### config.mk
export PLATFORM = sky130hd
export DESIGN_NAME = multiplier_seq
export DESIGN_NICKNAME = d
export VERILOG_FILES = /design/src/rtl/multiplier_seq.sv
export SDC_FILE = /design/constraint.sdc
export NUM_CORES = 1
export LEC_CHECK = 0
export CORE_MARGIN = 1.5
export CORE_UTILIZATION = 58
export CTS_BUF_LIST = sky130_fd_sc_hd__clkbuf_8 sky130_fd_sc_hd__clkbuf_16
export DETAILED_ROUTE_END_ITERATION = 8
export GPL_TIMING_DRIVEN = 0
export PLACE_DENSITY = 0.89
export SETUP_SLACK_MARGIN = 0.5
export SLEW_MARGIN = 5
export SYNTH_ARGS = -nofsm -noshare
export SYNTH_HDL_FRONTEND = slang
export SYNTH_SLANG_ARGS = --single-unit
### constraint.sdc
create_clock -name CLK_i -period 9.77 [get_ports CLK_i]
set_input_delay 0.977 -clock CLK_i [delete_from_list [all_inputs] [get_ports CLK_i]]
set_output_delay 0.977 -clock CLK_i [all_outputs]
set_load 0.02 [all_outputs]
### src/rtl/multiplier_seq.sv
// Iterative shift-add multiplier (signed or unsigned per op): product on DOUT_o WIDTH cycles after accept.
// Valid/ready both sides; DONE holds the result and blocks new input while OUT_READY_i is low.
module multiplier_seq #(
  parameter int WIDTH = 32
) (
  input  logic               CLK_i,
  input  logic               RST_i,
  input  logic               IN_VALID_i,
  output logic               IN_READY_o,
  input  logic               SIGNED_i,
  input  logic [WIDTH-1:0]   DIN1_i,
  input  logic [WIDTH-1:0]   DIN2_i,
  output logic               OUT_VALID_o,
  input  logic               OUT_READY_i,
  output logic [2*WIDTH-1:0] DOUT_o
);

  localparam int CW = $clog2(WIDTH);

  typedef enum logic [1:0] {IDLE, BUSY, DONE} state_t;

  state_t             state_q, state_d;
  logic [WIDTH-1:0]   mcand_q, mcand_d;
  logic [WIDTH:0]     acc_q, acc_d;
  logic [WIDTH-1:0]   lo_q, lo_d;
  logic               signed_q, signed_d;
  logic [CW-1:0]      cnt_q, cnt_d;
  logic [2*WIDTH-1:0] dout_q, dout_d;

  logic               last_bit;
  logic               sub;
  logic [WIDTH:0]     pp;
  logic [WIDTH:0]     pp_x;
  logic [WIDTH+1:0]   sum;

  // Single (WIDTH+1)-bit adder; sum[WIDTH+1] is its carry-out.
  always_comb begin
    last_bit = (cnt_q == CW'(WIDTH-1));
    sub      = signed_q && last_bit;
    pp       = lo_q[0] ? {signed_q & mcand_q[WIDTH-1], mcand_q} : '0;
    pp_x     = sub ? ~pp : pp;
    sum      = {1'b0, acc_q} + {1'b0, pp_x} + {{(WIDTH+1){1'b0}}, sub};
  end

  always_comb begin
    state_d     = state_q;
    mcand_d     = mcand_q;
    acc_d       = acc_q;
    lo_d        = lo_q;
    signed_d    = signed_q;
    cnt_d       = cnt_q;
    dout_d      = dout_q;
    IN_READY_o  = 1'b0;
    OUT_VALID_o = 1'b0;
    case (state_q)
      IDLE: begin
        IN_READY_o = 1'b1;
        if (IN_VALID_i) begin
          mcand_d  = DIN1_i;
          lo_d     = DIN2_i;
          signed_d = SIGNED_i;
          acc_d    = '0;
          cnt_d    = '0;
          state_d  = BUSY;
        end
      end
      BUSY: begin
        // Signed mode shifts arithmetically; unsigned shifts the carry back in.
        acc_d = {(signed_q ? sum[WIDTH] : sum[WIDTH+1]), sum[WIDTH:1]};
        lo_d  = {sum[0], lo_q[WIDTH-1:1]};
        cnt_d = cnt_q + CW'(1);
        if (last_bit) begin
          dout_d  = {acc_d[WIDTH-1:0], lo_d};
          state_d = DONE;
        end
      end
      DONE: begin
        OUT_VALID_o = 1'b1;
        if (OUT_READY_i) begin
          state_d = IDLE;
        end
      end
      default: state_d = IDLE;
    endcase
  end

  always_ff @(posedge CLK_i) begin
    if (RST_i) begin
      state_q  <= IDLE;
      mcand_q  <= '0;
      acc_q    <= '0;
      lo_q     <= '0;
      signed_q <= 1'b0;
      cnt_q    <= '0;
      dout_q   <= '0;
    end else begin
      state_q  <= state_d;
      mcand_q  <= mcand_d;
      acc_q    <= acc_d;
      lo_q     <= lo_d;
      signed_q <= signed_d;
      cnt_q    <= cnt_d;
      dout_q   <= dout_d;
    end
  end

  assign DOUT_o = dout_q;

endmodule

## Word-level counts from Yosys, hierarchy flattened

Cells that the tools add are included.

| word-level totals | value |
|---|---|
| register bits after elaboration | 169 |
| memories kept | 0 |
| ROM bits | 0 |
| bits of input ports | 69 |
| bits in latches | 0 |
| word-level logic and storage cells | 40 |
| memory bits (writable) | 0 |

| cells by class | value |
|---|---|
| reductions and logical operators | 7 |
| add/subtract/negate cells | 3 |
| mux-type cells | 15 |
| shift operators | 0 |
| bitwise gates (word level) | 2 |
| divide/modulo/power cells | 0 |
| equal/unequal tests | 6 |
| magnitude comparators | 0 |
| multiply operators | 0 |

Operators by type and width:

| cell | count |
|---|---|
| two-way mux 33 bit | 3 |
| case mux 33 bit (2 select lines) | 1 |
| case mux 32 bit (2 select lines) | 1 |
| adder 33 x 33 -> 34 bit | 1 |
| adder 34 x 1 -> 34 bit | 1 |
| NOT 33 bit | 1 |
| two-way mux 32 bit | 1 |
| case mux 5 bit (2 select lines) | 1 |
| two-way mux 2 bit | 3 |
| inequality test 2 bit, second input constant | 3 |
| case mux 2 bit (3 select lines) | 1 |
| AND reduction 2 bit | 3 |
| adder 5 x 1 -> 5 bit, second input constant | 1 |
| equality test 5 bit, second input constant | 1 |
| two-way mux 5 bit | 1 |
| two-way mux 1 bit | 3 |
| AND reduction 3 bit | 1 |
| equality test 2 x 1 -> 1 bit, second input constant | 1 |
| equality test 2 bit, second input constant | 1 |
| logical NOT 2 bit | 1 |
| nonzero test 2 bit | 1 |
| AND 1 bit | 1 |
| logical AND 1 bit | 1 |

## Depth between registers and ports, before layout

| logic depth | value |
|---|---|
| word-level depth | 8 |
| depth in mapped cells | 16 |

## Worst setup path after synthesis

Ideal clock, no wire load.

| path | value |
|---|---|
| path type | register to register |
| start point | register cnt_q[0] |
| end point | register acc_q[32] |
| data arrival time | 3.869 ns |
| required time | 9.696 ns |
| setup slack | 5.827 ns |
| period minus slack after synthesis | 3.943 ns |
| stages on the path, launching flop included | 16 |
| buffers on the path | 1 |
| path through | dfxtp_1 > ha_1 > and3_1 > ha_1 > nand2_1 > buf_1 > xor2_1 > ha_1 > and4_4 > nand3_4 > o311a_4 > a22oi_4 > a21oi_2 > o41a_1 > o41a_1 > a31oi_1 |

| between the ends | value |
|---|---|
| longest elaborated chain between the ends | 7 |

RTL lines:

| what | RTL line | source |
|---|---|---|
| from (decl) | 27 | `logic [CW-1:0] cnt_q, cnt_d;` |
| from (signal assigned) | 102 | `cnt_q <= cnt_d;` |
| equality test 5 bit (*) | 38 | `last_bit = (cnt_q == CW'(WIDTH-1));` |
| logical AND 1 bit (*) | 39 | `sub = signed_q && last_bit;` |
| two-way mux 33 bit | 41 | `pp_x = sub ? ~pp : pp;` |
| adder 33 x 33 -> 34 bit | 42 | `sum = {1'b0, acc_q} + {1'b0, pp_x} + {{(WIDTH+1){1'b0}}, sub};` |
| adder 34 x 1 -> 34 bit (*) | 42 |  |
| two-way mux 1 bit (*) | 69 | `acc_d = {(signed_q ? sum[WIDTH] : sum[WIDTH+1]), sum[WIDTH:1]};` |
| case mux 33 bit (2 select lines) (*) | 55 | `case (state_q)` |
| to (signal assigned) | 91 | `acc_q <= '0;` |
| to (signal assigned) | 99 | `acc_q <= acc_d;` |
| to (decl) | 24 | `logic [WIDTH:0] acc_q, acc_d;` |

Mark *: on every way between the ends. The rest lies on a longest branch, timed or not.
A chain may end at the register's enable or synchronous reset.

## Worst setup path in the final report

Same ends and word-level chain as after synthesis.

==> key figures <==
Outcome
  – Status: complete, no violations

Place
  – Area after DPL: 10,070 um^2
  – HPWL Detailed: 18.06 mm
  – I/O Buffers: 133
  – Final GP Congestion: 0.9238

Global routing
  – GR Util met1: 42.56%
  – Gr usage total: 32.80%
  – Met3 Usage GRT: 6.181%
  – Global route overflow: 0
  – Initial antenna violation count: 0
  – Largest net degree at the start of global routing: 17
  – Vias in the first global route: 8,034
  – First-pass GRT wire length: 39.16 mm
  – Met2 usage: 53.23%
  – Most Crowded Layer GR: met2

Final layout
  – Most common library cell in the layout ignoring fill and taps: nand2_1
  – Diode count: 0
  – Design Area, Final: 10,640 um^2
  – Fin nets: 1,364
  – Ratio of cells with drive above 1 in the final layout: 4.321%
  – Area grow syn2layout: 25.02%
  – # fillers: 1,095
  – Final core occ: 73.78%
  – Commonest cells after routing, fill and taps aside: nand2_1, dfxtp_1, a21oi_1

CTS
  – Root Driver: clkbuf_16
  – Post-CTS sizing: 0
  – Post-CTS Repair Setup Buffers: 0
  – Clock buffer depth: 2
  – Clock Latency Late Sink: 0.44 ns
  – CTS hold repair buffers: 0
  – TritonCTS buffer count: 17
  – Clock Pin Slew Worst Setup and Hold Paths: 0.07 ns
  – TritonCTS Sinks: 169
  – CTS tree: done
  – CTS H-Tree Depth: 4

STA
  – Crit path time final: 4.826 ns
  – Clock skew: 0.006981 ns
  – Relative slew slack: 30.21%
  – Least-Margin Pin Slew: 1.043 ns
  – Final Setup Violations: 0
  – RSZ-0062 raised after global routing: false
  – Hold slack: 0.4539 ns
  – Fin crit share: 49.39%
  – Highest clock rate: 207.2 MHz
  – Fin. max-slew vios: 0
  – Final setup TNS: 0 ns
  – Final hold violation count: 0

Worst setup path
  – Worst-path fanout max: 10
  – R2R Setup Slk: 4.94 ns
  – CP startpoint kind: flop
  – Crit. End Element: flop
  – Arrival time worst endpoint: 5.15 ns
  – Worst EP required: 10.09 ns
  – WS Path Type: flop to flop

Floorplanning
  – Die Ht: 124.1 um
  – # rows: 44
  – Starting Density: 59.01%
  – I/O pins: 135
  – DIE WIDTH: 124.1 um
  – DIE AREA: 15,410 um^2
  – Core area: 14,420 um^2

Yosys
  – EDFF count, synth: 0
  – Cell variety after synth: 68
  – Synth Area per Inst: 7.682 um^2
  – Synthesized cell area: 8512 um^2
  – Synth Net Count: 1,212
  – Top_reg_cell synth: dfxtp_1
  – Synth Register Bits: 169
  – Syn Inst Count: 1,108
  – YS warnings: 0
  – Asr flop ratio synth: 0%
  – Register area share after synthesis: 39.75%

Detailed routing
  – Vias: 8,674
  – Wirelength per Cell: 17.09 um
  – 1st-iter DRT viols: 998
  – Post-Route WL: 24.91 mm
  – DRC: 0
  – Routed Antenna Nets: 0
  – Via-to-Cell Ratio: 5.953
  – Initial DRT Pass Iterations: 5

Pwr
  – Pleak: 0.003922 uW
  – PwrDens: 144.8 nW/um^2
  – PnR Total Power: 1541 uW
  – Max VDD drop: 0.1324 mV

Min path
  – Hold WC Path Type: flop to flop

Flow run
  – Max Cap Viol: 0
-- layer usage --
layer  part of all wire (%)  wire length (um)  up-vias
met5                      0                 0        -
met4                    3.9               959        0
li1                       -                 -     4138
met2                     47             11710      356
met3                    6.3              1559       75
met1                     43             10680     4105
-- worst max-delay path, stage by stage, from the launching register on --
cell and delay (ns):
dfxtp_1 0.33, ha_1 0.23, and3_1 0.19, ha_1 0.24, nand2_1 0.21, buf_1 0.60
xor2_1 0.18, ha_1 0.38, a21o_1 0.22, a211o_2 0.30, o211ai_1 0.39, o21ai_1 0.30
a2111oi_2 0.55, o311ai_1 0.23, xnor2_1 0.23, a31oi_1 0.11
-- final cells by class --
| cell class | count | area (um^2) | area share (%) |
|---|---|---|---|
| tap | 184 | 230.2 | 2.163 |
| sequential | 169 | 3383 | 31.79 |
| timing repair buffer | 133 | 1331 | 12.51 |
| clock buffer | 17 | 425.4 | 3.998 |
| clock inverter | 15 | 142.6 | 1.340 |
| buffer | 80 | 315.3 | 2.963 |
| multi-input combinational | 848 | 4772 | 44.84 |
| inverter | 11 | 41.29 | 0.3880 |
-- sequential cells by signal, indices dropped and copies added (netlist names) --
register / count
mcand_q: 32
state_q: 2
DOUT_o: 64
acc_q: 33
lo_q: 32
signed_q: 1
cnt_q: 5
-- synthesized netlist by cell type, types with 10 or more instances --
library cell | n | share of area (%)
nand2_1 | 315 | 14
dfxtp_1 | 169 | 40
a21oi_1 | 138 | 8.1
nor2_1 | 67 | 3.0
clkbuf_1 | 66 | 2.9
xor2_1 | 38 | 3.9
nand3_1 | 35 | 2.1
ha_1 | 34 | 5.0
a311oi_1 | 32 | 3.3
o21ai_0 | 23 | 1.4
xnor2_1 | 21 | 2.2
a21o_1 | 20 | 1.8
inv_1 | 10 | 0.44
-- stage by stage --
step,cells,setup slack [ns]
2_1_floorplan,1108,5.827
3_3_place_gp,1425,5.094
3_5_place_dp,1425,5.046
4_1_cts,1457,5.018
5_1_grt,1457,4.569
6_report,1457,4.944
-- where the power goes --
part           switching (uW)  total, uW  internal, uW  leakage (uW)
registers                17.6        730           713       0.00137
clock network             304        659           355      0.000274
logic                    93.3        152          58.3       0.00227
-- cells by family after synthesis --
logic type | count (synthesis) | synth area share, %
fa+ha+maj | 35 | 5.233
buf+inv | 91 | 4.189
compound gates | 284 | 21.71
simple gates | 470 | 23.05
flops | 169 | 39.75
xor+xnor | 59 | 6.071
-- path summary, 6_finish.rpt --
path / start / end / cells past startpoint
worst min register to register: mcand_q[9] / mcand_q[9] / 2
worst max register to register: cnt_q[0] / acc_q[32] / 15
worst min-delay path: mcand_q[9] / mcand_q[9] / 2
worst max-delay path: cnt_q[0] / acc_q[32] / 15
Power figures use the tool's default switching activity.
==> patch 1, RTL diff (config.mk and constraints unchanged) <==
The 3 states of `state_t` get a one-hot encoding in 3 bits.
--- a/src/rtl/multiplier_seq.sv
+++ b/src/rtl/multiplier_seq.sv
@@ -17,7 +17,7 @@
 
   localparam int CW = $clog2(WIDTH);
 
-  typedef enum logic [1:0] {IDLE, BUSY, DONE} state_t;
+  typedef enum logic [2:0] {IDLE = 3'b001, BUSY = 3'b010, DONE = 3'b100} state_t;
 
   state_t             state_q, state_d;
   logic [WIDTH-1:0]   mcand_q, mcand_d;
Function: same outputs for any inputs over 10 cycles, from zero or initial values and one cycle with RST_i high; not proved beyond that.
==> patch 1 against the original RTL <==
  * Largest power group unchanged
  * Worst setup slack improved by 100 ps
  * Sequential cell count rose by 1
  * Total power rose by 2.0%
  * Area after synthesis rose by 0.63%
  * Count of clock-buffer cells in the layout rose by 3
  * Final area rose by 1.0%
  * Critical path type unchanged
  * Routed wire length rose by 1.5%
==> patch 1: results (changes against the original RTL) <==
metric,value,unit,change
CTS root buf,clkbuf_16,,
Static Leak,0.00404,µW,+2.9%
vias in the first global route,8191,,+2.0%
register area share after synthesis,39.7,%,about the same
cts repair resizes,0,,unchanged
first-pass GRT wire length,40.3,mm,+3.0%
synth unique cells,65,,-4.4%
Max Clock Skew,8.28,ps,+1.30 ps
GRT Total Usage,32.1,%,-0.71 points
actual slew at the worst max-slew pin,996,ps,-47.4 ps
fin nets,1364,,unchanged
DP Area,0.0101,mm²,+0.63%
CP max stage cell,buf_1,,
worst vdd ir,129,µV,-2.3%
drt via density,5.86,,-1.5%
FILL cells,1096,,+0.091%
Top Metal Used,met4,,
total wire length,25.3,mm,+1.5%
hpwl dp,18.0,mm,-0.38%
Post-Route M1 WL,10.7,mm,+0.23%
worst endpoint data arrival time,5050,ps,-100 ps
Met3 Wirelength,1.85,mm,+19%
setup tns final,0,ps,unchanged
Async SR Flop Fraction,0,%,unchanged
largest cells by area after synthesis,"dfxtp_1, nand2_1, a21oi_1, ha_1, xor2_1",,
count of input and output buffers,134,,+0.75%
Max Root-Sink Buffers,2,,unchanged
Final GP Congestion,0.943,,+2.0%
met2 wire length,11.8,mm,+0.93%
status,"finished, final reports clean",,
top-count cell post-synth,nand2_1,,
R2R Setup Slk,5050,ps,+100 ps
Post-synth top cells,"nand2_1, dfxtp_1, a21oi_1, clkbuf_1, nor2_1",,
Antenna Cells,0,,unchanged
Yosys Warn Count,0,,unchanged
1st-pass router iterations,6,,+1
DRT iter0 DRCs,761,,-24%
synthesized net count,1211,,-0.083%
patch 1: final timing paths:
path                            from                       to  depth (start not counted)
max            cnt_q[0]$_SDFFE_PP0P_  DOUT_o[63]$_SDFFE_PP0P_                         16
min          DOUT_o[36]$_SDFFE_PP0P_  DOUT_o[36]$_SDFFE_PP0P_                          2
max reg2reg    cnt_q[0]$_SDFFE_PP0P_  DOUT_o[63]$_SDFFE_PP0P_                         16
min reg2reg  DOUT_o[36]$_SDFFE_PP0P_  DOUT_o[36]$_SDFFE_PP0P_                          2
patch 1: routing by layer:
layer / global-route usage (%) / vias up
li1: - / 4128
met3: 6.96 / 76
met5: 0 / -
met2: 52.9 / 379
met1: 40.0 / 3959
met4: 15.1 / 0
patch 1: logic make-up after synthesis:
| family | Yosys count | synth area share [%] |
|---|---|---|
| and+or+nand+nor | 478 | 23.8 |
| buffers and inverters | 88 | 3.93 |
| muxes | 1 | 0.117 |
| DFF | 170 | 39.7 |
| AOI/OAI and AO/OA | 274 | 21.0 |
| xor gates and xnor gates | 61 | 6.24 |
| adders and majority gates | 35 | 5.20 |
patch 1: area by class of cell:
type	instances	area, µm²	area share, %
Timing Repair Buffer	134	1340	12.5
Buffer	80	307	2.85
Clock inverter	12	149	1.38
Tap cell	184	230	2.14
Inverter	8	30.0	0.279
Sequential cell	170	3400	31.6
Clock buffer	20	467	4.34
Multi-Input combinational cell	849	4830	44.9
patch 1: metrics by stage:
stage	hold slack, ps	setup WS, ps	cells
5_1_grt	472	4860	1457
2_1_floorplan	430	5940	1107
3_3_place_gp	438	5320	1425
3_5_place_dp	445	5260	1425
6_report	453	5050	1457
4_1_cts	455	5180	1457
patch 1: critical path, delay by kind of cell, from the launching register on:
kind | cells | cell delay, ps
adders and majority gates | 3 | 970
xor gates and xnor gates | 1 | 270
and+or+nand+nor | 5 | 1120
muxes | 1 | 280
AOI/OAI and AO/OA | 4 | 930
DFF | 1 | 340
buffers and inverters | 2 | 690
patch 1: report_power, final:
part           switching, µW  internal (µW)  leakage (µW)
clock network            309            406      0.000307
logic                   76.9           52.1       0.00235
registers               15.3            714       0.00138
==> patch 2, RTL diff (config.mk and constraints unchanged) <==
Made on the original files. Change the parameter `WIDTH` from 32 to 16.
--- a/src/rtl/multiplier_seq.sv
+++ b/src/rtl/multiplier_seq.sv
@@ -1,7 +1,7 @@
 // Iterative shift-add multiplier (signed or unsigned per op): product on DOUT_o WIDTH cycles after accept.
 // Valid/ready both sides; DONE holds the result and blocks new input while OUT_READY_i is low.
 module multiplier_seq #(
-  parameter int WIDTH = 32
+  parameter int WIDTH = 16
 ) (
   input  logic               CLK_i,
   input  logic               RST_i,
Ports: changed (resized DIN1_i, DIN2_i and DOUT_o); port bits go from 135 to 71. No check against the original RTL was run, so the function may have changed too.
==> patch 2 against the original RTL <==
  * Count of clock-buffer cells in the layout fell by 7
  * Final area fell by 50%
  * Sequential cell count fell by 81
  * Routed wire length fell by 54%
  * Critical path depth fell by 2
  * Worst setup slack improved by 1100 ps
  * Total power fell by 55%
  * Core utilization fell by 0.12 points
  * Area after synthesis fell by 49%
==> patch 2: results (changes against the original RTL) <==
metric,value,unit,change
status,"finished, final reports clean",,
Worst-path clk slew,90,ps,+20 ps
Max Clock Skew,13.3,ps,+6.35 ps
worst vdd ir,80.1,µV,-40%
hpwl dp,8.56,mm,-53%
Static Leak,0.00194,µW,-51%
multiplexer area fraction after synthesis,0.231,%,+0.23 points
DRT iter0 DRCs,648,,-35%
count of input and output buffers,70,,-47%
layout cells sized above 1,5.23,%,+0.91 points
worst reg2reg path depth,13,,-2
hold path startpoint,DOUT_o[19]$_SDFFE_PP0P_,,
fin nets,681,,-50%
1st-pass router iterations,6,,+1
Critical Path Max Stage Delay,350,ps,-250 ps
post-synthesis xor/xnor area fraction,5.46,%,-0.61 points
largest net degree at the start of global routing,17,,unchanged
register area share after synthesis,40.7,%,+0.95 points
total wire length,11.4,mm,-54%
Skew-Pair Late Insertion Delay,380,ps,-60 ps
GRT Total Usage,29.4,%,-3.4 points
Final GP Congestion,0.950,,+2.8%
vias in the first global route,3842,,-52%
TritonCTS Buffers,9,,-8
Place WS,6160,ps,+1120 ps
actual slew at the worst max-slew pin,627,ps,-416 ps
CTS root buf,clkbuf_8,,
detailed-route via count,4241,,-51%
Post-synth top cells,"nand2_1, dfxtp_1, a21oi_1, nor2_1, clkbuf_1",,
Yosys Warn Count,0,,unchanged
final cell count without fillers,730,,-50%
first-pass GRT wire length,17.9,mm,-54%
worst endpoint data arrival time,3950,ps,-1200 ps
placed insts,714,,-50%
Synth Area in Compound Gates,20.4,%,-1.3 points
CP max stage cell,dfxtp_1,,
max reg flops,32,,-50%
synthesized net count,600,,-50%
Adder-Cell Fraction of Synth Area,5.38,%,+0.14 points
Async SR Flop Fraction,0,%,unchanged
synth unique cells,56,,-18%
# H-tree levels,3,,-1
largest cells by area after synthesis,"dfxtp_1, nand2_1, a21oi_1, ha_1, xor2_1",,
syn avg cell area,7.94,µm²,+3.4%
-- patch 2: changes by cell type after synthesis, moves of 26 or more --
cell	change
clkbuf_1	-37
dfxtp_1	-81
a311oi_1	-31
nand2_1	-187
a21oi_1	-64
nor2_1	-26
-- patch 2: cells by family (layout without fill, tap and decap cells) --
family | Yosys count | in the layout
AOI/OAI and AO/OA | 137 | 137
muxes | 1 | 1
adders and majority gates | 18 | 18
DFF | 88 | 88
xor gates and xnor gates | 27 | 27
and+or+nand+nor | 231 | 231
buffers and inverters | 43 | 129
-- patch 2: tightest hold or removal path, cell delays in order, from the launching register on --
cell	delay (ps)
dfxtp_1	320
nand2_1	50
a21oi_1	50
-- patch 2: final cells by class --
class / instances / area (µm²)
flip-flops and latches: 88 / 1760
clock inverters: 6 / 51.3
fillers: 575 / 1910
clock buffers: 10 / 138
multi-input cells: 414 / 2400
well taps: 99 / 124
inverters: 7 / 26.3
repair buffers: 70 / 701
plain buffers: 36 / 143
-- patch 2: metrics by stage --
stage,hold WS [ps],utilization (%),power [µW],area [µm²]
final,455,73.7,687,5340
after global routing,477,73.7,707,5340
after CTS,460,73.7,686,5340
after detailed placement,447,71.1,450,5150
after global placement,441,71.1,447,5150
after floorplan,432,-,419,4330
-- patch 2: power breakdown --
part | switching [µW] | internal (µW) | total, µW
logic | 40.0 | 27.5 | 67.5
clock network | 141 | 103 | 243
registers | 7.05 | 369 | 376
-- patch 2: final timing paths --
kind	to	slack (ps)
setup / recovery	acc_q[16]$_SDFFE_PP0P_	6040
hold / removal	DOUT_o[19]$_SDFFE_PP0P_	450
setup reg to reg	acc_q[16]$_SDFFE_PP0P_	6040
hold reg to reg	DOUT_o[19]$_SDFFE_PP0P_	450
-- patch 2: layer usage --
layer | vias to the layer above | part of all wire, % | GRT usage, %
met1 | 1933 | 42 | 38.8
li1 | 2057 | - | -
met3 | 30 | 7.8 | 3.97
met4 | 0 | 2.6 | 12.4
met2 | 221 | 47 | 48.5
met5 | - | 0 | 0
